**config.mk**
```make
export PLATFORM = sky130hd
export DESIGN_NAME = crp16_run_control
export DESIGN_NICKNAME = d
export VERILOG_FILES = /design/src/rtl/crp16_run_control_pkg.sv /design/src/rtl/crp16_debounce.sv /design/src/rtl/crp16_run_control.sv
export SDC_FILE = /design/constraint.sdc
export NUM_CORES = 1
export LEC_CHECK = 0
export CAP_MARGIN = 10
export CORE_MARGIN = 10
export CORE_UTILIZATION = 60
export CTS_CLUSTER_DIAMETER = 40
export DETAILED_ROUTE_END_ITERATION = 10
export GPL_TIMING_DRIVEN = 0
export PLACE_DENSITY = 0.89
export RECOVER_POWER = 50
export SYNTH_ARGS = -nofsm -noshare
export SYNTH_HDL_FRONTEND = slang
export SYNTH_SLANG_ARGS = --single-unit
```
**constraint.sdc**
```tcl
create_clock -name clock -period 6.31 [get_ports clock]
set_clock_uncertainty 0.1 [all_clocks]
set_input_delay 1.262 -clock clock [delete_from_list [all_inputs] [get_ports clock]]
set_output_delay 1.262 -clock clock [all_outputs]
set_load 0.02 [all_outputs]
```
**src/rtl/crp16_run_control_pkg.sv**
```systemverilog
// Shared definitions for the crp16 run/step/breakpoint controller.
// The state encodings are also exposed as guarded macros so board-level
// code and display decoders can name them without importing the package.

`ifndef CRP16_RUN_CONTROL_DEFS_VH
`define CRP16_RUN_CONTROL_DEFS_VH
`define CRP16_RC_HALT  2'd0
`define CRP16_RC_RUN   2'd1
`define CRP16_RC_STEP  2'd2
`define CRP16_RC_BREAK 2'd3
`endif

package crp16_run_control_pkg;

    // Controller states; the numeric values are what the state output shows
    typedef enum logic [1:0] {
        RC_HALT  = `CRP16_RC_HALT,
        RC_RUN   = `CRP16_RC_RUN,
        RC_STEP  = `CRP16_RC_STEP,
        RC_BREAK = `CRP16_RC_BREAK
    } rcState_e;

    localparam int RC_TICK_W = 16;

    // Run-rate reload: each rate step divides the base period by four
    function automatic logic [31:0] rcReload(input logic [31:0] basePeriod,
                                             input logic [1:0]  rateSel);
        return basePeriod >> {rateSel, 1'b0};
    endfunction

endpackage

```
**src/rtl/crp16_debounce.sv**
```systemverilog
// Key debouncer: 2-FF synchronizer, stability counter and a registered
// one-cycle pulse on each rising edge of the debounced level.
// Reusable for any raw active-high push button.

module crp16_debounce #(
    parameter logic [31:0] DEBOUNCE_CYCLES = 32'd500000
) (
    input  logic clock,
    input  logic reset,
    input  logic key_i,
    output logic press_o
);

    logic        sync1_q;
    logic        sync2_q;
    logic        level_q;
    logic        level_d;
    logic        levelPrev_q;
    logic        press_q;
    logic [31:0] count_q;
    logic [31:0] count_d;

    // The debounced level only follows the synchronized key once it has
    // disagreed for DEBOUNCE_CYCLES consecutive cycles; any agreement in
    // between restarts the count from zero.
    always_comb begin
        count_d = '0;
        level_d = level_q;
        if (sync2_q != level_q) begin
            if (count_q == DEBOUNCE_CYCLES - 32'd1) begin
                level_d = sync2_q;
            end else begin
                count_d = count_q + 32'd1;
            end
        end
    end

    // Synchronizer, counter and level registers, plus the edge history that
    // turns a debounced rise into a single registered press pulse.
    always_ff @(posedge clock) begin
        if (reset) begin
            sync1_q     <= 1'b0;
            sync2_q     <= 1'b0;
            level_q     <= 1'b0;
            levelPrev_q <= 1'b0;
            press_q     <= 1'b0;
            count_q     <= '0;
        end else begin
            sync1_q     <= key_i;
            sync2_q     <= sync1_q;
            level_q     <= level_d;
            count_q     <= count_d;
            levelPrev_q <= level_q;
            press_q     <= level_q & ~levelPrev_q;
        end
    end

    assign press_o = press_q;

endmodule

```
**src/rtl/crp16_run_control.sv**
```systemverilog
// Run/step/breakpoint controller for the crp16 datapath. Issues a single
// cycle cpu_en pulse per datapath step, either free-running at a selectable
// rate, one at a time from the step key, or stopping at a PC breakpoint.

module crp16_run_control
    import crp16_run_control_pkg::*;
#(
    parameter logic [31:0] BASE_PERIOD     = 32'd25000000,
    parameter logic [31:0] DEBOUNCE_CYCLES = 32'd500000,
    parameter int unsigned PC_W            = 16
) (
    input  logic            clock,
    input  logic            reset,
    input  logic            run_sw,
    input  logic            step_key,
    input  logic [1:0]      rate_sel,
    input  logic            bp_en,
    input  logic [PC_W-1:0] bp_addr,
    input  logic [PC_W-1:0] pc_view,
    output logic            cpu_en,
    output logic            halted,
    output logic            at_break,
    output logic [1:0]      state,
    output logic [15:0]     tick_count
);

    logic                 runSync1_q;
    logic                 runSync2_q;
    logic                 runPrev_q;
    logic                 runRise_q;
    logic                 runFall_q;
    logic                 stepPress;
    rcState_e             state_q;
    logic [31:0]          divider_q;
    logic                 tickDue_q;
    logic                 skip_q;
    logic                 cpuEn_q;
    logic [RC_TICK_W-1:0] tickCount_q;
    logic [31:0]          reloadMinus1;
    logic                 bpHit;

    crp16_debounce #(
        .DEBOUNCE_CYCLES(DEBOUNCE_CYCLES)
    ) stepDebounce (
        .clock  (clock),
        .reset  (reset),
        .key_i  (step_key),
        .press_o(stepPress)
    );

    // The run switch is a clean level, so it only needs synchronizing and
    // registered rise/fall detection. History resets to 0 so a switch held
    // high through reset still produces a rise afterwards.
    always_ff @(posedge clock) begin
        if (reset) begin
            runSync1_q <= 1'b0;
            runSync2_q <= 1'b0;
            runPrev_q  <= 1'b0;
            runRise_q  <= 1'b0;
            runFall_q  <= 1'b0;
        end else begin
            runSync1_q <= run_sw;
            runSync2_q <= runSync1_q;
            runPrev_q  <= runSync2_q;
            runRise_q  <= runSync2_q & ~runPrev_q;
            runFall_q  <= ~runSync2_q & runPrev_q;
        end
    end

    assign reloadMinus1 = rcReload(BASE_PERIOD, rate_sel) - 32'd1;
    assign bpHit        = bp_en && (pc_view == bp_addr) && !skip_q;

    // Main controller: state, rate divider, pending tick, breakpoint skip
    // flag and the registered cpu_en pulse. A due tick is acted on one cycle
    // after the divider reload, so a run fall seen in that cycle wins and
    // no pulse is issued.
    always_ff @(posedge clock) begin
        if (reset) begin
            state_q   <= RC_HALT;
            divider_q <= '0;
            tickDue_q <= 1'b0;
            skip_q    <= 1'b0;
            cpuEn_q   <= 1'b0;
        end else begin
            cpuEn_q   <= 1'b0;
            tickDue_q <= 1'b0;
            case (state_q)
                RC_HALT: begin
                    if (runRise_q) begin
                        state_q   <= RC_RUN;
                        divider_q <= reloadMinus1;
                    end else if (stepPress) begin
                        state_q <= RC_STEP;
                    end
                end
                RC_STEP: begin
                    cpuEn_q <= 1'b1;
                    skip_q  <= 1'b0;
                    state_q <= RC_HALT;
                end
                RC_RUN: begin
                    if (runFall_q) begin
                        state_q <= RC_HALT;
                    end else begin
                        if (divider_q == 32'd0) begin
                            divider_q <= reloadMinus1;
                            tickDue_q <= 1'b1;
                        end else begin
                            divider_q <= divider_q - 32'd1;
                        end
                        if (tickDue_q) begin
                            if (bpHit) begin
                                state_q <= RC_BREAK;
                            end else begin
                                cpuEn_q <= 1'b1;
                                skip_q  <= 1'b0;
                            end
                        end
                    end
                end
                RC_BREAK: begin
                    if (runFall_q) begin
                        state_q <= RC_HALT;
                    end else if (runRise_q) begin
                        state_q   <= RC_RUN;
                        divider_q <= reloadMinus1;
                        skip_q    <= 1'b1;
                    end else if (stepPress) begin
                        state_q <= RC_STEP;
                        skip_q  <= 1'b1;
                    end
                end
                default: begin
                    state_q <= RC_HALT;
                end
            endcase
        end
    end

    // Count every cycle in which cpu_en is high; wraps naturally at 16 bits
    always_ff @(posedge clock) begin
        if (reset) begin
            tickCount_q <= '0;
        end else if (cpuEn_q) begin
            tickCount_q <= tickCount_q + 16'd1;
        end
    end

    assign cpu_en     = cpuEn_q;
    assign state      = state_q;
    assign halted     = (state_q == RC_HALT) || (state_q == RC_BREAK);
    assign at_break   = (state_q == RC_BREAK);
    assign tick_count = tickCount_q;

endmodule
```
* Word level (Yosys, flattened, before mapping)
Index checks and enable logic that the tools add are counted.
** Word-level totals
- Register bits after elaboration :: 95
- Bits in latches :: 0
- RAM bits :: 0
- ROM bits :: 0
- Input port bits :: 39
- Output and inout port bits :: 21
- Memories :: 0
** Operators by class
- Add/subtract/negate cells :: 4
- $mul :: 0
- Divide/modulo/power cells :: 0
- Order comparisons :: 0
- Equal/unequal tests :: 13
- Shift-type cells :: 1
- Muxes and demuxes :: 24
- Bitwise logic cells :: 8
- Reduce and logical (&&, ||, !) cells :: 14
** Operators by type and width (count)
- $mux W32 :: 4
- $pmux W32 S3 :: 1
- $sub A32 B1 Y32 const B :: 2
- $add A32 B1 Y32 const B :: 1
- $eq A32 B19 Y1 const B :: 1
- $logic_not A32 Y1 :: 1
- $shr A25 B3 Y32 const A :: 1
- $add A16 B1 Y16 const B :: 1
- $eq A16 B16 Y1 :: 1
- $mux W2 :: 6
- $mux W1 :: 10
- $ne A2 B2 Y1 const B :: 4
- $pmux W2 S4 :: 1
- $ne A3 B3 Y1 const B :: 2
- $reduce_and A6 Y1 :: 1
- $reduce_bool A3 Y1 :: 2
- $reduce_or A3 Y1 :: 2
- $not A1 Y1 :: 5
- $eq A2 B2 Y1 const B :: 2
- $reduce_and A2 Y1 :: 2
- $and A1 B1 Y1 :: 3
- $ne A3 B1 Y1 const B :: 1
- $pmux W1 S3 :: 1
- $reduce_and A3 Y1 :: 1
- other kinds (7) :: 8

* Logic depth before layout (Yosys ltp)
- Depth after elaboration :: 7
- Gate-level depth with buffers :: 9
- Depth with buffers taken out :: 7

* Modules after synthesis
From an unflattened synthesis, not the netlist that was laid out.
** Unflattened totals
- Cell total of the unflattened synthesis :: 623
- Area, all modules :: 5275.1 µm²
** Modules (own cells, without submodules)
- crp16_run_control :: instances 1, cells each 419, area an instance 3510.9 µm², sequential area each 1161.1 µm²
- crp16_debounce :: instances 1, cells each 204, area an instance 1764.2 µm², sequential area each 740.7 µm²

* Worst setup path before layout
Ideal clock, no wire load.
- Path type :: register to register
- Start :: reg state_q[1], in the netlist state[1]
- End :: reg divider_q[30]
- Library setup time :: 74 ps
- Arrival time :: 2689 ps
- Data required time :: 6136 ps
- Setup slack :: 3447 ps
- Stages on the path, launching flop included :: 9
- Period minus slack after synthesis :: 2863 ps
- Cells stage by stage :: dfxtp_1 -> inv_1 -> ha_1 -> o21a_1 -> or2_2 -> clkbuf_1 -> or4_1 -> or4_2 -> a21oi_1
** On the way
- Word-level cells in the longest chain between the ends :: 3
- Elaborated cells between the ends (all ways) :: 8
- Classes of those cells :: eq/ne (4); mux (1); reduce/logical (3)
** RTL lines
- from (decl) :: RTL line crp16_run_control.sv:33 : rcState_e state_q;
- from (signal assigned) :: RTL line crp16_run_control.sv:79 : state_q <= RC_HALT;
- from (signal assigned) :: RTL line crp16_run_control.sv:90 : state_q <= RC_RUN;
- from (signal assigned) :: RTL line crp16_run_control.sv:93 : state_q <= RC_STEP;
- $eq A2 B1 Y1, or another cell as far along :: RTL line crp16_run_control.sv:87 : case (state_q)
- $ne A2 B2 Y1 (no line) or $reduce_bool A3 Y1 (tied branches)
- $reduce_and A3 Y1 (no line)
- to (signal assigned) :: RTL line crp16_run_control.sv:91 : divider_q <= reloadMinus1;
- to (signal assigned) :: RTL line crp16_run_control.sv:106 : divider_q <= reloadMinus1;
- to (signal assigned) :: RTL line crp16_run_control.sv:109 : divider_q <= divider_q - 32'd1;
- to (decl) :: RTL line crp16_run_control.sv:34 : logic [31:0] divider_q;
Parallel ways exist; a longest one is shown, timed or not.
A chain may end at the register's enable or synchronous reset.

* Final worst setup path
- Start :: reg divider_q[24]
- End :: reg divider_q[8]
** On the way
- Word-level cells in the longest chain between the ends :: 4
** RTL lines
- $logic_not A32 Y1 :: RTL line crp16_run_control.sv:105 : if (divider_q == 32'd0) begin
- $mux W32 :: RTL line crp16_run_control.sv:105
- $mux W32 :: RTL line crp16_run_control.sv:102 : if (runFall_q) begin
- $pmux W32 S3 :: RTL line crp16_run_control.sv:87
No other way between the ends. The select of a mux whose other input is x is not followed.

==> flow_summary.ini <==
[run_status]
run_status = finished, final reports clean

[logic_synthesis]
synth-seq-area-share_pct = 38.21
netlist_instances = 584
ys_warn_count = 0
synth_top_area_share_pct = 38.21
ys_ff_latch = 95
synth_most_common_cell = dfxtp_1
synth_compound_area_share_pct = 11.66
yosys.area.top_type = dfxtp_1
synthSimpleGateAreaFrac_pct = 28.71
synthTopCellsByCount = dfxtp_1, nor2_1, xnor2_1, nand2_1, nand4_1
synthAdderAreaFrac_pct = 3.519
synth_area_leaders = dfxtp_1, xnor2_1, nor2_1, xor2_1, nand4_1
syn_area_per_cell_sq_um = 8.523
synth_async_sr_flop_share_pct = 0
synth_flop_cell = dfxtp_1
synth_top_family_by_area = simple AND/OR/NAND/NOR gates
synth_edf_count = 0
netlist-cell-type-count = 58
synth_area_sq_um = 4977
syn-num-nets = 637
synth_xor_area_share_pct = 11.79
synthMuxAreaShare_pct = 2.288

[sta]
finalCriticalPeriod_ps = 3533
post-route-period-util_pct = 55.99
worst_pin_slew_ps = 1265
grt_setup_unrepaired = false
drv_slew = 0
setup_viol = 0
maxSlewHeadroom_pct = 14.94
max_freq_mhz = 283.0
fin_tns_setup_ps = 0
hold_viol = 0

[detailed_routing]
dr_wl_met2_mm = 6.502
first_pass_iters = 5
routed_wl_mm = 13.15
vias_per_cell = 6.331
drc_errors = 0
ant_nets = 0
post_drt_wl_per_cell_um = 17.21
drt_iter0_markers = 466
dr_total_vias = 4837
wl_met1_mm = 5.407
top_layer = met4
dr_wl_met3_um = 945

[clock_network]
numCtsBuffers = 9
clk_pin_slew_ps = 90
root_buffer = clkbuf_8
clkLatencyLatePin_ps = 370
post_cts_resize_count = 0
clk_path_buf_depth = 2
holdBufCountCts = 0
post_cts_buffers = 0
cts_sinks = 95
cts_tree = yes
ctsHtreeMaxLevel = 3

[setup_path]
crit_fanout = 10
cp-end-kind = flip-flop
rr_worst_depth = 6
path_class = flip-flop to flip-flop
arrival_ps = 3690
cp-start-kind = flip-flop
worstPathRequired_ps = 6470

[power_and_ir_drop]
peakVddDrop_mv = 0.1335
p_leak_nw = 2.036
finalPower_w = 0.001276
power.density_nw_per_um2 = 217.3

[global_route]
grt_max_degree = 19
grt_pass1_vias = 4577
track_usage_pct = 20.56
antenna_found_initial = 0
grt_pass1_wl_mm = 22.05
grt-ovfl-total = 0

[floorplan]
die_area_sq_um = 12340
io-pin-count = 60
die_w_um = 111.1
fp-row-count = 33
coreArea_sq_um = 8134
dieHeight_um = 111.1
start_util_pct = 61.19

[final_layout]
syn2layout_area_growth_pct = 18.02
drive_gt1_share_pct = 5.311
fin_nets = 707
diodes = 0
finalNonFillerCells = 764

[run]
max-cap-violations = 0

[worst_hold_path]
min_path_cells = 1
worstHoldPathType = flip-flop to flip-flop

[placed_design]
place.gp.congestion = 0.9695
dp_hpwl_mm = 9.524
numPlacedInstances = 748
portBuffers = 59
[layout by cell type (no fill, tap or decap), types with 6 or more instances in the layout]
cell type	synthesis	routed
nor2_1	71	71
clkdlybuf4s50_1	0	44
o21ai_0	12	12
dlygate4sd3_1	0	15
or3_1	10	10
nand3_1	18	18
nor4_1	30	30
and3_1	9	9
nand4_1	31	31
clkbuf_1	22	24
nand2_1	35	35
mux2i_1	8	8
or4_1	6	6
inv_1	22	22
xnor2_1	42	42
ha_1	14	14
nor2b_1	9	9
dfxtp_1	95	95
xor2_1	25	25
o211ai_1	9	9
and4_1	6	6
nor3_1	15	15
clkbuf_8	0	9
a21oi_1	21	21
[state kept, by name, summed over array words and instances (netlist names), 2 cells and up]
| register | cells |
|---|---|
| divider_q | 32 |
| tick_count | 16 |
| state | 2 |
| stepDebounce.count_q | 32 |
[cells by family (layout without fill, tap and decap cells)]
| family | count (synthesis) | in the layout |
|---|---|---|
| xor gates and xnor gates | 67 | 67 |
| and+or+nand+nor | 267 | 267 |
| adders and majority gates | 14 | 14 |
| muxes | 11 | 11 |
| DFF | 95 | 95 |
| AOI/OAI and AO/OA | 82 | 82 |
| buffers and inverters | 48 | 123 |
[metrics by stage]
| stage | hold WS [ps] | setup slack [ps] | util (%) | instance area [sq um] |
|---|---|---|---|---|
| after floorplan | 267.4 | 3447 | - | 4977 |
| after global placement | 273.9 | 3088 | 70.07 | 5699 |
| after detailed placement | 273.0 | 3070 | 70.07 | 5699 |
| after CTS | 301.6 | 3000 | 72.40 | 5889 |
| after global routing | 334.8 | 2670 | 72.22 | 5874 |
| final | 298.0 | 2777 | 72.22 | 5874 |
[layer usage]
metal | vias up | global-route usage, %
met3 | 49 | 4.762
met4 | 0 | 6.598
li1 | 2263 | -
met5 | - | 0
met1 | 2283 | 24.83
met2 | 242 | 35.14
[critical path, stage by stage, from the launching register on]
cell,delay [ps]
dfxtp_1,340
or4_1,530
clkbuf_1,180
or4_4,550
o31ai_1,1060
o21ai_0,280
a311o_1,400
[area by class of cell]
class / instances / area (sq um)
multi-input combinational: 441 / 2872
fill: 607 / 2260
sequential: 95 / 1902
timing repair buffer: 59 / 590.6
tap: 105 / 131.4
clock buffer: 9 / 123.9
buffer: 26 / 106.4
inverter: 22 / 82.58
clock inverter: 7 / 66.31
[worst paths after layout]
| kind | endpoint | startpoint | slack (ps) |
|---|---|---|---|
| setup / recovery | divider_q[8] | divider_q[24] | 2780 |
| setup reg to reg | divider_q[8] | divider_q[24] | 2780 |
| hold / removal | stepDebounce.press_o | stepDebounce.levelPrev_q | 300 |
| hold reg to reg | stepDebounce.press_o | stepDebounce.levelPrev_q | 300 |
[power by group]
part / leakage, nW / total, W / switching (W) / internal (W)
logic: 1.17 / 0.000256 / 0.000154 / 0.000101
registers: 0.768 / 0.000631 / 0.0000165 / 0.000615
clock network: 0.0949 / 0.000389 / 0.000237 / 0.000152
Power figures use the tool's default switching activity.
